$ cat config.mk
export PLATFORM = sky130hd
export DESIGN_NAME = hyperspace_pad_bridge_flat
export DESIGN_NICKNAME = d
export VERILOG_FILES = /design/src/rtl/hyperspace_pad_bridge_if.sv /design/src/rtl/hyperspace_pad_bridge.sv /design/src/flat_wrapper.sv
export SDC_FILE = /design/constraint.sdc
export NUM_CORES = 1
export LEC_CHECK = 0
export ABC_AREA = 0
export CAP_MARGIN = 0
export CORE_MARGIN = 2
export CORE_UTILIZATION = 45
export DETAILED_ROUTE_END_ITERATION = 7
export HOLD_SLACK_MARGIN = 0.03
export PLACE_DENSITY = 0.77
export SETUP_SLACK_MARGIN = 0.02
export SYNTH_ARGS = -nofsm -noshare
export SYNTH_HDL_FRONTEND = slang
export SYNTH_SLANG_ARGS = --single-unit
$ cat constraint.sdc
create_clock -name clock -period 3.67 [get_ports clock]
set_clock_uncertainty 0.05 [all_clocks]
set_input_delay 0.5505 -clock clock [delete_from_list [all_inputs] [get_ports clock]]
set_output_delay 0.5505 -clock clock [all_outputs]
set_load 0.005 [all_outputs]
$ cat src/rtl/hyperspace_pad_bridge_if.sv
// hyperspace_pad_bridge_if: core-facing streams; inbound core_in_* (8-bit) and outbound core_out_* (16-bit), master=core, slave=bridge
interface hyperspace_pad_bridge_if;
  logic        core_in_valid;
  logic [7:0]  core_in_data;
  logic        core_in_last;
  logic        core_in_ready;
  logic        core_out_valid;
  logic [15:0] core_out_data;
  logic        core_out_last;
  logic        core_out_ready;
  modport master (
    input  core_in_valid, core_in_data, core_in_last, core_out_ready,
    output core_in_ready, core_out_valid, core_out_data, core_out_last
  );
  modport slave (
    output core_in_valid, core_in_data, core_in_last, core_out_ready,
    input  core_in_ready, core_out_valid, core_out_data, core_out_last
  );
endinterface

$ cat src/rtl/hyperspace_pad_bridge.sv
// hyperspace_pad_bridge: pad<->core stream bridge; ports clock/resetb, enable, io_in/io_out/io_oeb pads, bus core streams, in_overflow, in/out beat counters
module hyperspace_pad_bridge #(
  parameter int IN_DEPTH = 8,
  parameter int IN_SLACK = 4,
  parameter int CNT_W    = 16
) (
  input  logic                 clock,
  input  logic                 resetb,
  input  logic                 enable,
  input  logic [37:0]          io_in,
  output logic [37:0]          io_out,
  output logic [37:0]          io_oeb,
  hyperspace_pad_bridge_if.slave bus,
  output logic                 in_overflow,
  output logic [CNT_W-1:0]     in_beat_cnt,
  output logic [CNT_W-1:0]     out_beat_cnt
);
  localparam int AW = $clog2(IN_DEPTH);
  logic             r_in_valid, r_in_last, r_in_ready, r_ovf, r_out_ready;
  logic [7:0]       r_in_data;
  logic [8:0]       r_mem [IN_DEPTH];
  logic [AW:0]      r_wp, r_rp;
  logic [CNT_W-1:0] r_in_cnt, r_out_cnt;
  logic [15:0]      r_ob_data [2];
  logic [1:0]       r_ob_last, r_ob_cnt;
  logic [AW:0]      w_occ, w_occ_nxt;
  logic [1:0]       w_ob_cnt_nxt;
  logic [7:0]       w_rev;
  logic             w_pop, w_full, w_push, w_drop;
  logic             w_ob_push, w_ob_pop, w_ob_wi, w_out_valid;
  logic             w_unused;
  always_comb begin
    w_occ        = r_wp - r_rp;
    w_pop        = (w_occ != '0) && bus.core_in_ready;
    w_full       = w_occ == (AW+1)'(IN_DEPTH);
    w_push       = r_in_valid && (!w_full || w_pop);
    w_drop       = r_in_valid && w_full && !w_pop;
    w_occ_nxt    = w_occ + (AW+1)'(w_push) - (AW+1)'(w_pop);
    w_out_valid  = (r_ob_cnt != 2'd0) && enable;
    w_ob_pop     = w_out_valid && io_in[18];
    w_ob_push    = bus.core_out_valid && r_out_ready;
    w_ob_cnt_nxt = r_ob_cnt + 2'(w_ob_push) - 2'(w_ob_pop);
    w_ob_wi      = (r_ob_cnt == 2'd2) || ((r_ob_cnt == 2'd1) && !w_ob_pop);
  end
  assign w_rev = {<<{io_in[37:30]}};
  assign w_unused = &{1'b0, io_in[27:19], io_in[17:0]};
  assign bus.core_in_valid = w_occ != '0;
  assign {bus.core_in_last, bus.core_in_data} = r_mem[r_rp[AW-1:0]];
  assign bus.core_out_ready = r_out_ready;
  assign io_out = {10'd0, r_in_ready, 9'd0, w_out_valid, r_ob_last[0], r_ob_data[0]};
  assign io_oeb = 38'h3F_F7FC_0000;
  assign in_overflow = r_ovf;
  assign in_beat_cnt = r_in_cnt;
  assign out_beat_cnt = r_out_cnt;
  always_ff @(posedge clock) begin
    if (!resetb) begin
      r_in_valid  <= 1'b0;
      r_in_last   <= 1'b0;
      r_in_data   <= '0;
      r_wp        <= '0;
      r_rp        <= '0;
      r_in_ready  <= 1'b0;
      r_ovf       <= 1'b0;
      r_in_cnt    <= '0;
      r_out_cnt   <= '0;
      r_ob_cnt    <= '0;
      r_out_ready <= 1'b0;
      r_ob_data   <= '{default: '0};
      r_ob_last   <= '0;
    end else begin
      r_in_valid  <= io_in[28];
      r_in_last   <= io_in[29];
      r_in_data   <= w_rev;
      r_wp        <= r_wp + (AW+1)'(w_push);
      r_rp        <= r_rp + (AW+1)'(w_pop);
      r_ovf       <= r_ovf || w_drop;
      r_in_cnt    <= r_in_cnt + CNT_W'(w_push);
      r_in_ready  <= enable && (w_occ_nxt <= (AW+1)'(IN_DEPTH - IN_SLACK));
      r_ob_cnt    <= w_ob_cnt_nxt;
      r_out_ready <= enable && (w_ob_cnt_nxt <= 2'd1);
      r_out_cnt   <= r_out_cnt + CNT_W'(w_ob_pop);
      if (w_ob_pop) begin
        r_ob_data[0] <= r_ob_data[1];
        r_ob_last[0] <= r_ob_last[1];
      end
      if (w_ob_push) begin
        r_ob_data[w_ob_wi] <= bus.core_out_data;
        r_ob_last[w_ob_wi] <= bus.core_out_last;
      end
    end
  end
  always_ff @(posedge clock) if (w_push) r_mem[r_wp[AW-1:0]] <= {r_in_last, r_in_data};
endmodule

$ cat src/flat_wrapper.sv
// flat-port wrapper written by rule: the top's interface ports become plain ports
module hyperspace_pad_bridge_flat 
#(
  parameter int IN_DEPTH = 8,
  parameter int IN_SLACK = 4,
  parameter int CNT_W    = 16
)
  (clock, resetb, enable, io_in, io_out, io_oeb, in_overflow, in_beat_cnt, out_beat_cnt, bus_core_in_valid, bus_core_in_data, bus_core_in_last, bus_core_out_ready, bus_core_in_ready, bus_core_out_valid, bus_core_out_data, bus_core_out_last);
  hyperspace_pad_bridge_if bus_i ();
  input  logic clock;
  input  logic resetb;
  input  logic enable;
  input  logic [37:0] io_in;
  output logic [37:0] io_out;
  output logic [37:0] io_oeb;
  output logic in_overflow;
  output logic [CNT_W-1:0] in_beat_cnt;
  output logic [CNT_W-1:0] out_beat_cnt;
  output wire logic [$bits(bus_i.core_in_valid)-1:0] bus_core_in_valid;
  output wire logic [$bits(bus_i.core_in_data)-1:0] bus_core_in_data;
  output wire logic [$bits(bus_i.core_in_last)-1:0] bus_core_in_last;
  output wire logic [$bits(bus_i.core_out_ready)-1:0] bus_core_out_ready;
  input wire logic [$bits(bus_i.core_in_ready)-1:0] bus_core_in_ready;
  input wire logic [$bits(bus_i.core_out_valid)-1:0] bus_core_out_valid;
  input wire logic [$bits(bus_i.core_out_data)-1:0] bus_core_out_data;
  input wire logic [$bits(bus_i.core_out_last)-1:0] bus_core_out_last;
  assign bus_core_in_valid = bus_i.core_in_valid;
  assign bus_core_in_data = bus_i.core_in_data;
  assign bus_core_in_last = bus_i.core_in_last;
  assign bus_core_out_ready = bus_i.core_out_ready;
  assign bus_i.core_in_ready = bus_core_in_ready;
  assign bus_i.core_out_valid = bus_core_out_valid;
  assign bus_i.core_out_data = bus_core_out_data;
  assign bus_i.core_out_last = bus_core_out_last;
  hyperspace_pad_bridge #(.IN_DEPTH(IN_DEPTH), .IN_SLACK(IN_SLACK), .CNT_W(CNT_W)) u_core (.clock(clock), .resetb(resetb), .enable(enable), .io_in(io_in), .io_out(io_out), .io_oeb(io_oeb), .bus(bus_i), .in_overflow(in_overflow), .in_beat_cnt(in_beat_cnt), .out_beat_cnt(out_beat_cnt));
endmodule
* After elaboration in Yosys (flattened, before gate mapping)
Memory sizes are Yosys's and may differ from the RTL's. A register that Yosys moved wholly into a read port is not among the register bits.
Index checks and enable logic that the tools add are counted.
** Storage, ports and cells
- Memory bits (writable) :: 72
- Word-level logic and storage cells :: 70
- Input port bits :: 60
- Memories kept :: 1
- Bits in registers :: 89
** Cells by class
- Reductions and logical operators :: 20
- Bitwise logic cells :: 1
- Add/sub/neg operators :: 9
- Equal/unequal tests :: 3
- Muxes and demuxes :: 15
- Order comparisons :: 6
** Memory list
- u_core.r_mem :: depth 8, bits a word 9, rd ports 1, clocked after Yosys merged registers in 1, write ports 1, RTL line hyperspace_pad_bridge.sv:21 : logic [8:0] r_mem [IN_DEPTH];
** Operator list (count)
- two-way mux 16 bit :: 3
- adder 16 x 1 -> 16 bit :: 2
- bitwise mux 32 bit :: 1
- two-way mux 32 bit :: 1
- demux 16 bit (select 1 bit) :: 1
- adder 4 x 1 -> 4 bit :: 3
- logical AND 1 bit :: 12
- two-way mux 1 bit :: 6
- equality test 4 bit (second input constant) :: 1
- <= comparator 4 x 3 -> 1 bit (second input constant) :: 1
- nonzero test 4 bit :: 1
- subtractor 4 x 1 -> 4 bit :: 1
- subtractor 4 bit :: 1
- zero test 1 bit :: 3
- logical OR 1 bit :: 3
- two-way mux 3 bit :: 1
- adder 2 x 1 -> 2 bit :: 1
- bitwise mux 2 bit :: 1
- equality test 2 x 1 -> 1 bit (second input constant) :: 1
- equality test 2 bit (second input constant) :: 1
- greater-or-equal comparator 2 bit (second input constant) :: 1
- <= comparator 2 x 1 -> 1 bit (second input constant) :: 1
- less-than comparator 1 x 2 -> 1 bit (second input constant) :: 1
- less-than comparator 2 x 1 -> 1 bit (second input constant) :: 1
- 5 further kinds :: 5

* Logic depth before layout (Yosys ltp)
- Depth in word-level cells :: 13
- Gate-level depth with buffers :: 17
- Depth with buffers taken out :: 17

* Least setup slack after synthesis
OpenSTA, ideal clock, no wires.
- Kind :: reg-to-reg
- Start :: register u_core.r_rp[1]
- End :: memory u_core.r_mem[0][0] (enable)
- Buffers on the path :: 1
- Period minus slack after synthesis :: 3.514 ns
- Setup time :: 0.387 ns
- Arrival time :: 3.077 ns
- Stages on the path, launching flop included :: 12
- Path slack :: 0.156 ns
- Required time :: 3.233 ns
- Cell sequence :: dfxtp_1 > clkbuf_1 > inv_1 > ha_1 > a21o_1 > a21o_1 > xor2_1 > ha_1 > nand2b_1 > a31oi_1 > nand2b_1 > nor3_1
** Between the ends
- Cells in the longest elaborated chain, start to end :: 7
- Elaborated cells between the ends (all ways) :: 9
- Those cells by class :: 1 x add/sub; 1 x eq/ne; 2 x mux; 5 x reduce/logical
** Ends and longest elaborated chain
- from (decl) :: RTL line hyperspace_pad_bridge.sv:22 : logic [AW:0] r_wp, r_rp;
- from (signal assigned) :: RTL line hyperspace_pad_bridge.sv:75 : r_rp <= r_rp + (AW+1)'(w_pop);
- subtractor 4 bit (*) :: RTL line hyperspace_pad_bridge.sv:33 : w_occ = r_wp - r_rp;
- equality test 4 bit or nonzero test 4 bit (tied branches) :: RTL line hyperspace_pad_bridge.sv:35, hyperspace_pad_bridge.sv:34
- zero test 1 bit or logical AND 1 bit (tied branches) :: RTL line hyperspace_pad_bridge.sv:36, hyperspace_pad_bridge.sv:34
- logical OR 1 bit (*) :: RTL line hyperspace_pad_bridge.sv:36 : w_push = r_in_valid && (!w_full || w_pop);
- logical AND 1 bit (*) :: RTL line hyperspace_pad_bridge.sv:36
- two-way mux 1 bit (*) :: RTL line hyperspace_pad_bridge.sv:92 : always_ff @(posedge clock) if (w_push) r_mem[r_wp[AW-1:0]] <= {r_in_last, r_in_data};
- two-way mux 1 bit (implied by the code) (*) :: RTL line hyperspace_pad_bridge.sv:92
- to (decl) :: RTL line hyperspace_pad_bridge.sv:21
Mark *: on every way between the ends. The rest lies on a longest branch, timed or not.

* Final worst setup path
- Start :: register u_core.r_wp[1]
- End :: register u_core.r_in_cnt[14] (netlist: u_core.in_beat_cnt[14])
** Between the ends
- Cells in the longest elaborated chain, start to end :: 6
- Elaborated cells between the ends (all ways) :: 8
- Those cells by class :: 2 x add/sub; 1 x eq/ne; 5 x reduce/logical
** Ends and longest elaborated chain
- from (decl) :: RTL line hyperspace_pad_bridge.sv:22
- from (signal assigned) :: RTL line hyperspace_pad_bridge.sv:74 : r_wp <= r_wp + (AW+1)'(w_push);
- subtractor 4 bit (*) :: RTL line hyperspace_pad_bridge.sv:33
- equality test 4 bit or nonzero test 4 bit (tied branches) :: RTL line hyperspace_pad_bridge.sv:35, hyperspace_pad_bridge.sv:34
- zero test 1 bit or logical AND 1 bit (tied branches) :: RTL line hyperspace_pad_bridge.sv:36, hyperspace_pad_bridge.sv:34
- logical OR 1 bit (*) :: RTL line hyperspace_pad_bridge.sv:36
- logical AND 1 bit (*) :: RTL line hyperspace_pad_bridge.sv:36
- adder 16 x 1 -> 16 bit (*) :: RTL line hyperspace_pad_bridge.sv:77 : r_in_cnt <= r_in_cnt + CNT_W'(w_push);
- to (signal assigned) :: RTL line hyperspace_pad_bridge.sv:77
- to (decl) :: RTL line hyperspace_pad_bridge.sv:23 : logic [CNT_W-1:0] r_in_cnt, r_out_cnt;
Marks and branches as above.
A chain may end at the register's enable or synchronous reset.

==> impl_metrics.tcl <==
set metrics [dict create \
    wirelength_um 15000 \
    cts_max_path_buffers 2 \
    areaGrowthSynthToFinish_pct 18.7 \
    fill_cells 1357 \
    hpwlAfterDp_um 9580 \
    cp_common_cell "ha_1" \
    num_rows 46 \
    p_per_area_mw_per_mm2 531 \
    post-route-util 0.548 \
    syn_avg_cell_area_um2 11.7 \
    htreeDepth 4 \
    synth_cell_types 47 \
    overflow 0 \
    slew_headroom 0.160 \
    critPathCaptureType "register" \
    postCtsSetupBuffers 0 \
    maxSlewViolCount 0 \
    netlist_top_cells_count "dfxtp_1, buf_4, edfxtp_1" \
    slowest_delay_ps 500 \
    place_congestion 0.804 \
    max_cap_viol_count 0 \
    syn_inst 629 \
    post-synth-top-count-cell "dfxtp_1" \
    synth_fa_ha_area_frac 0.0379 \
    startpoint_type "register" \
    rsz0062_at_grt "no" \
    synth_top_area_cell "edfxtp_1" \
    synthSimpleGateAreaFrac 0.123 \
    dp_slack_ps 261 \
    synth-main-ff-cell "dfxtp_1" \
    via_per_inst 5.04 \
    setup_violations 0 \
    synth-compound-area-share 0.0710 \
    fp.dieH_um 132 \
    die-area_mm2 0.0173 \
    path_clk_slew_ps 70 \
    drc 0 \
    synth_edf_count 72 \
    fin_nets 793 \
    wire_per_inst_um 15.9 \
    placed_area_mm2 0.00816 \
    postCtsHoldBufs 0 \
    crit_chain "ha_1 -> a21o_1 -> a21o_1 -> xor2_1 -> ha_1 -> nand2b_1 -> a31oi_1 -> ha_1 -> ha_1 -> and4_1 -> and4bb_2 -> xnor2_1 -> nor2_1" \
    synthXorXnorAreaFrac 0.0406 \
    grt_pass1_wl_um 24000 \
    cts.sink_count 161 \
    grt_max_degree 66 \
    ant_nets 0 \
    vias 4742 \
    yosys_warnings 0 \
    synth.area.top_cells "edfxtp_1, dfxtp_1, buf_4, mux4_2, ha_1" \
    cts_resized 0 \
    tightest_slew_ps 1260 \
    syn-cell-area_mm2 0.00733 \
    grtUsageTotal 0.176 \
    worst-r2r-cell-count 13 \
    min_path_type "register to register" \
    cts_tree "built" \
    yosysTopAreaCellShare 0.295 \
    ioPinCount 180 \
    slowest_stage "dfxtp_1" \
    synth_seq_cells 161 \
    multi_input_area_mm2 0.00281 \
    postLayoutCellArea_mm2 0.00871 \
    worst_slack_ps 244 \
    port_buffers 95 \
    drt_first_iter_violations 261 \
    grt_pass1_vias 4750 \
    clock_latency_ps 430 \
    min_path_cells 2 \
    setup_tns_ps 0 \
    first_pass_iters 4 \
    yosysSeqAreaShare 0.538 \
    peakVddDrop_mv 0.370 \
    status "finished, final reports clean" \
    synth_mux_area_frac 0.0812 \
    hold_viol 0 \
    die_w_um 132 \
    synth_top_family_by_area "simple AND/OR/NAND/NOR gates" \
    period_share 0.933 \
    clock-root-buffer "clkbuf_16" \
    crit_fanout 9 \
    cts_made_buffers 17 \
    async_reset_ff_frac 0 \
    crit_arrival_ps 3630 \
    min_period_ps 3430 \
    antenna_cells 0 \
    drive_above_1_share 0.121 \
    path_class "register to register" \
    antenna_found_initial 0 \
    leakage_nw 3.32 \
    core-area_mm2 0.0159 \
    regArea_mm2 0.00394 \
    initial_core_util 0.462 \
    fmax_ghz 0.292 \
    required_ps 3880 \
]
-- power by group --
part	switching (mW)	internal, mW
Combinational	0.477	0.515
Sequential	0.0450	1.94
Clock	0.735	0.912
-- metrics by stage --
step | hold WS (ps) | cells | total power [mW]
after floorplan | 403 | 684 | 2.74
after global placement | 410 | 909 | 2.99
after detailed placement | 417 | 909 | 3.03
after CTS | 426 | 941 | 4.68
after global routing | 455 | 941 | 4.86
final | 426 | 941 | 4.63
-- path summary, 6_finish.rpt --
kind	from	to	slack (ps)
worst max-delay path	u_core.r_wp[1]	u_core.in_beat_cnt[14]	240
worst min-delay path	u_core.r_ob_data[5]	u_core.r_ob_data[5]	430
worst max register to register	u_core.r_wp[1]	u_core.in_beat_cnt[14]	240
worst min register to register	u_core.r_ob_data[5]	u_core.r_ob_data[5]	430
-- flip-flops by register name, indices dropped and copies added, names as in the netlist, 2 cells and up --
name                 flops
u_core.r_mem            72
u_core.io_out           16
u_core.out_beat_cnt     16
u_core.in_beat_cnt      16
u_core.r_ob_data        16
u_core.r_ob_cnt          2
u_core.r_wp              4
u_core.r_rp              4
u_core.r_ob_last         2
u_core.r_in_data         8
-- layout by cell type, fill, tap and decap left out, types with 3 or more instances in the layout --
cell type        count
o21ai_0             21
dfxtp_1             89
mux2i_1             19
conb_1              57
nand4_1              4
clkbuf_16           17
and3_1               5
a211oi_2            13
and2_1              21
clkdlybuf4s50_1     95
mux4_2              18
xor2_1              15
inv_1               15
ha_1                19
buf_4               15
nor2_1              52
clkinv_4             3
a211oi_1             4
or3_1                4
a21oi_1             23
inv_6                4
nand2b_1             5
nand3_1             32
xnor2_1             19
edfxtp_1            72
nor3_1               8
a21o_1               3
nand2_1             42
-- kinds of logic after synthesis --
kind of cell / after synthesis
compound gates: 72
mux: 37
buf+inv: 119
fa+ha+maj: 21
other cells: 2
xor+xnor: 34
flops: 161
simple gates: 183
-- routing by layer --
metal | share of wire | track usage
met4 | 0.021 | 0.0694
met3 | 0.058 | 0.0567
met1 | 0.41 | 0.201
met5 | 0 | 0
met2 | 0.51 | 0.307
-- cell type report --
type,count,share of cell area
Multi-Input combinational cell,404,0.323
Sequential cell,161,0.453
Tap cell,216,0.0310
Clock buffer,19,0.0520
Timing Repair Buffer,110,0.122
Clock inverter,13,0.0116
Inverter,18,0.00776
-- worst max-delay path: cells and delay by family, from the launching register on --
kind	cells	cell delay, ps
fa+ha+maj	4	1040
simple gates	4	750
compound gates	3	620
flops	1	500
xor+xnor	2	280
No activity file was read; power rests on OpenSTA's default activity.
